**src/rtl/vedic_8x8_seq_ctrl.sv**
```systemverilog
// Purpose: 8x8 unsigned multiply sequenced over one shared 4x4 Vedic core, four nibble steps.
// Latency: 4 enabled clocks from operand accept to out_valid (1 clock with zero bypass).
// Backpressure: result held in DONE until out_ready; in_ready low whenever not IDLE or ena=0.
module vedic_8x8_seq_ctrl #(
  parameter bit ZERO_BYPASS = 1'b1
) (
  input  logic        clk,
  input  logic        rst_n,
  input  logic        ena,
  input  logic        in_valid,
  output logic        in_ready,
  input  logic [7:0]  in_a,
  input  logic [7:0]  in_b,
  output logic        out_valid,
  input  logic        out_ready,
  output logic [15:0] out_p,
  output logic        busy,
  output logic [3:0]  mul_a,
  output logic [3:0]  mul_b,
  input  logic [7:0]  mul_p
);

  typedef enum logic [1:0] {
    S_IDLE = 2'd0,
    S_MUL  = 2'd1,
    S_DONE = 2'd2
  } state_t;

  state_t      state;
  state_t      state_nxt;
  logic [1:0]  step;
  logic [7:0]  a_q;
  logic [7:0]  b_q;
  logic [15:0] acc;
  logic [15:0] p_q;
  logic [15:0] pp_shifted;
  logic [15:0] acc_sum;
  logic        accept;
  logic        zero_op;

  assign accept  = in_valid & in_ready;
  assign zero_op = ZERO_BYPASS && ((in_a == 8'd0) || (in_b == 8'd0));
  assign acc_sum = acc + pp_shifted;
  assign out_p   = p_q;

  // Position the 8-bit partial product by the weight of the nibble pair in this step.
  always_comb begin
    pp_shifted = {8'd0, mul_p};
    case (step)
      2'd0:    pp_shifted = {8'd0, mul_p};
      2'd1,
      2'd2:    pp_shifted = {4'd0, mul_p, 4'd0};
      default: pp_shifted = {mul_p, 8'd0};
    endcase
  end

  // State register; ena=0 freezes the sequencer.
  always_ff @(posedge clk or negedge rst_n) begin
    if (!rst_n) begin
      state <= S_IDLE;
    end else if (ena) begin
      state <= state_nxt;
    end
  end

  // Next-state: accept only from IDLE, walk four MUL steps, wait in DONE for the consumer.
  always_comb begin
    state_nxt = state;
    case (state)
      S_IDLE: begin
        if (accept) state_nxt = zero_op ? S_DONE : S_MUL;
      end
      S_MUL: begin
        if (step == 2'd3) state_nxt = S_DONE;
      end
      S_DONE: begin
        if (out_ready) state_nxt = S_IDLE;
      end
      default: state_nxt = S_IDLE;
    endcase
  end

  // Outputs: handshakes and nibble selection decoded from state and step.
  always_comb begin
    in_ready  = 1'b0;
    out_valid = 1'b0;
    busy      = 1'b0;
    mul_a     = 4'd0;
    mul_b     = 4'd0;
    case (state)
      S_IDLE: begin
        // rst_n term keeps the handshake closed while reset is asserted.
        in_ready = ena & rst_n;
      end
      S_MUL: begin
        busy  = 1'b1;
        mul_a = step[1] ? a_q[7:4] : a_q[3:0];
        mul_b = step[0] ? b_q[7:4] : b_q[3:0];
      end
      S_DONE: begin
        busy      = 1'b1;
        out_valid = 1'b1;
      end
      default: ;
    endcase
  end

  // Datapath: operand capture, shift-accumulate, and the held result register.
  always_ff @(posedge clk or negedge rst_n) begin
    if (!rst_n) begin
      a_q  <= 8'd0;
      b_q  <= 8'd0;
      acc  <= 16'd0;
      step <= 2'd0;
      p_q  <= 16'd0;
    end else if (ena) begin
      case (state)
        S_IDLE: begin
          if (accept) begin
            a_q  <= in_a;
            b_q  <= in_b;
            acc  <= 16'd0;
            step <= 2'd0;
            if (zero_op) p_q <= 16'd0;
          end
        end
        S_MUL: begin
          acc  <= acc_sum;
          // Wraps back to 0 after the last step.
          step <= step + 2'd1;
          // Result register loads only on completion so no partial sum is ever shown.
          if (step == 2'd3) p_q <= acc_sum;
        end
        default: ;
      endcase
    end
  end

endmodule
```
**config.mk**
```make
export PLATFORM = sky130hd
export DESIGN_NAME = vedic_8x8_seq_ctrl
export DESIGN_NICKNAME = d
export VERILOG_FILES = /design/src/rtl/vedic_8x8_seq_ctrl.sv
export SDC_FILE = /design/constraint.sdc
export NUM_CORES = 1
export LEC_CHECK = 0
export CAP_MARGIN = 40
export CORE_ASPECT_RATIO = 1.5
export CORE_MARGIN = 2
export CORE_UTILIZATION = 53
export CTS_CLUSTER_DIAMETER = 120
export DETAILED_ROUTE_END_ITERATION = 7
export GPL_TIMING_DRIVEN = 0
export HOLD_SLACK_MARGIN = 0.12
export PLACE_DENSITY_LB_ADDON = 0.08
export SETUP_SLACK_MARGIN = 0.5
export SLEW_MARGIN = 20
export SYNTH_ARGS = -nofsm -noshare
export SYNTH_HDL_FRONTEND = slang
export SYNTH_SLANG_ARGS = --single-unit
```
**constraint.sdc**
```tcl
create_clock -name clk -period 3.6 [get_ports clk]
set_clock_uncertainty 0.1 [all_clocks]
set_input_delay 1.08 -clock clk [delete_from_list [all_inputs] [get_ports clk]]
set_output_delay 1.08 -clock clk [all_outputs]
set_load 0.1 [all_outputs]
```
==> results.md <==
* Status: complete, no violations
* FP Rows at 34
* Clock sink count at 52
* Antenna-violating nets left at 0
* Top FF cell, synth: dfrtp_1
* Die H at between 90 and 100 um
* Async SR Flop Fraction at 100%
* M3 GR Usage at 4.26%
* Min Clock Period, post-route at around 3 ns
* Clock buffer depth at 2
* Proportion of synthesized area in mux cells at under 10%
* CTS Buf Count at 5
* Startpoint Class: primary input
* I/O Buffers at 55
* Grt total ovfl at 0
* Setup-failing EPs final at 0
* Leak Pwr at ~2.1 nW
* Core area at 0.00574 mm^2
* Synth top area share at around two fifths
* GPL Wtd Cong at a little under 0.9
* CTS Hold Bufs at 0
* Largest net degree at the start of global routing at 54
* First DRT Iteration DRCs at roughly 150
* GRT Util Overall at roughly 28%
* DRC Markers at 0
* Fin crit share at approximately 85%
* Most common cell in the netlist: nand2_1
* Cells after synthesis at between 300 and 400
* Placed cell area at approximately 0.0042 mm^2
* WL/cell at 17.9 um
* #FFs+latches synth at 52
* Critical-path maximum fanout at 14
* Pre-antenna DRT Iters at 4
* Avg Cell Area, Syn at between 9 and 10 um^2
* Largest family of logic cells by synthesized area: compound AO/OA/AOI/OAI gates
* Vias in the first global route at approximately 2,900
* Top cells by area, synth: dfrtp_1, ha_1, mux2_2, nand2_1, o21ai_0
* Initial Util at a little over half
* Worst slew pin tran at 0.550 ns
* Area grow syn2layout at 48.8%
* Area share of fa/ha/maj cells after synthesis at under 10%
* Critical Path End Type: primary output
* Syn Nets at ~380
* H-tree depth at 2
* Die Wd at ~67 um
* Antenna diodes at 0
* Synth Warn # at 0
* Unrepaired setup endpoints after global routing: no
* Die area at 0.00653 mm^2
* Mapped Area at just over 0.003 mm^2
* Max_cap viols at 0
* Tightest Hold Check Type: register to register
* GR peak layer: met2
* Met2 usage at between 50% and 60%
* CP Class: primary input to primary output
* CTS root buf: clkbuf_8
* Dpl ws at -0.312 ns
* Highest clock rate at 0.328 GHz
* Cell taking the most area after synthesis: dfrtp_1
* Initial antenna violation count at 0
* GR Util met1 at 30.1%
* Max-slew headroom at about 63%
* Synth Area in Compound Gates at between 10% and 20%
* Netlist cell types at 46
* DP HPWL at roughly 6200 um
* First-pass GRT wire length at between 10,000 and 15,000 um
* DR vias at between 2,000 and 3,000
* Synth Area in XOR/XNOR at about 3.4%
* I/O pin total at 56
* Cell area power density at a little under 900 mW/mm^2
* Final worst setup slack at approximately 0.55 ns
* Crit path required time at roughly 2.4 ns
* Fin area at about 0.0046 mm^2
* Fraction of the mapped netlist area in simple logic gates at 16.5%
* Nets at about 470
* WP data arrival at between 1.5 and 2 ns
* Clock Latency Late Sink at 0.31 ns
* Commonest cells post-synth: nand2_1, dfrtp_1, o21ai_0
* Worst VDD drop at slightly above 0.7 mV
* CTS tree: built
* DRT Wirelength at 8790 um
* Clock-pin slew on the worst setup and hold paths at around 0.09 ns
* Fin. max-slew vios at 0
* Post-synth EDFFs at 0
* Post-synthesis sequential area ratio at between 40% and 50%
* Share of cells above drive strength 1 at between 20% and 30%
* Final Hold Fails at 0
* Via density at between 5 and 6
==> registers in the layout, summed over array words and instances, names as in the netlist <==
register,cells
out_p,16
state,2
acc,16
a_q,8
step,2
b_q,8
==> final timing paths <==
path | start | end | slack [ns] | cells past startpoint
worst max-delay path | rst_n | in_ready | 0.55 | 4
worst min-delay path | out_p[6]$_DFFE_PN0P_ | out_p[6]$_DFFE_PN0P_ | 0.38 | 2
worst max register to register | step[0]$_DFFE_PN0P_ | out_p[12]$_DFFE_PN0P_ | 0.59 | 14
worst min register to register | out_p[6]$_DFFE_PN0P_ | out_p[6]$_DFFE_PN0P_ | 0.38 | 2
max in group asynchronous | rst_n | acc[13]$_DFFE_PN0P_ | 2.75 | 1
min in group asynchronous | rst_n | out_p[10]$_DFFE_PN0P_ | 0.46 | 1
==> layout by cell type (no fill, tap or decap), types with 2 or more instances in the layout <==
| master | count |
|---|---|
| a21o_1 | 2 |
| a21oi_1 | 8 |
| a21oi_2 | 5 |
| a22o_1 | 10 |
| a22oi_1 | 4 |
| and2_1 | 5 |
| buf_12 | 9 |
| buf_2 | 8 |
| buf_4 | 4 |
| buf_8 | 18 |
| clkbuf_16 | 2 |
| clkbuf_2 | 3 |
| clkbuf_8 | 5 |
| clkdlybuf4s50_1 | 36 |
| dfrtp_1 | 52 |
| dlygate4sd2_1 | 11 |
| dlymetal6s2s_1 | 5 |
| ha_1 | 11 |
| ha_2 | 2 |
| ha_4 | 7 |
| inv_1 | 6 |
| inv_2 | 2 |
| mux2_2 | 18 |
| mux2i_1 | 10 |
| nand2_1 | 53 |
| nand2b_1 | 7 |
| nand3_1 | 5 |
| nand4_1 | 4 |
| nor2_1 | 20 |
| nor2_2 | 2 |
| nor3_2 | 2 |
| nor4_1 | 4 |
| o211ai_1 | 3 |
| o21a_1 | 2 |
| o21ai_0 | 24 |
| o21ai_1 | 2 |
| o21ai_2 | 5 |
| xnor2_1 | 5 |
| xor2_1 | 5 |
==> report_power, final <==
part / internal [mW] / switching [mW]
Combinational: 1.10 / 1.66
Clock: 0.210 / 0.207
Sequential: 0.796 / 0.141
Total: 2.11 / 2.01
==> kinds of logic after synthesis <==
group,after synthesis
adders and majority gates,21
muxes,28
AOI/OAI and AO/OA,78
and+or+nand+nor,110
xor gates and xnor gates,12
buffers and inverters,24
DFF,52
==> repair_timing <==
| action | in CTS | in global routing |
|---|---|---|
| resized for setup | 54 | 43 |
| setup buffers | 2 | 0 |
| cloned | 0 | 2 |
| pin swaps | 9 | 15 |
| setup endpoints to repair | 29 | 21 |
==> cell type report <==
| cell class | count | area (um^2) |
|---|---|---|
| Inverter | 9 | 38.8 |
| Clock buffer | 5 | 68.8 |
| Timing Repair Buffer | 86 | 1080 |
| Tap cell | 72 | 90.1 |
| Clock inverter | 3 | 46.3 |
| Fill cell | 368 | 1100 |
| Sequential cell | 52 | 1300 |
| Buffer | 15 | 87.6 |
| Multi-Input combinational cell | 249 | 1930 |
==> through the flow <==
stage | hold WS (ns) | setup TNS (ns) | total power, mW | util [%] | std cells
CTS | 0.391 | 0 | 3.95 | 77.7 | 489
global placement | 0.362 | -74.66 | 3.03 | 65.5 | 452
global route | 0.415 | 0 | 4.33 | 80.8 | 491
detailed placement | 0.369 | -1.06 | 3.36 | 72.5 | 479
finish | 0.382 | 0 | 4.11 | 80.8 | 491
floorplan | 0.356 | 0 | 2.56 | - | 325
==> worst max-delay path: stages <==
cell           delay, ns
buf_16              0.13
and3_4              0.21
dlygate4sd2_1       0.26
buf_12              0.18
==> per-layer routing <==
layer  vias to the layer above  routed length [um]
met3                        29                 349
li1                       1325                   -
met1                      1373                3170
met2                       101                4840
met5                         -                   0
met4                         0                 429
Note: power is estimated with default switching activity, not from simulation.
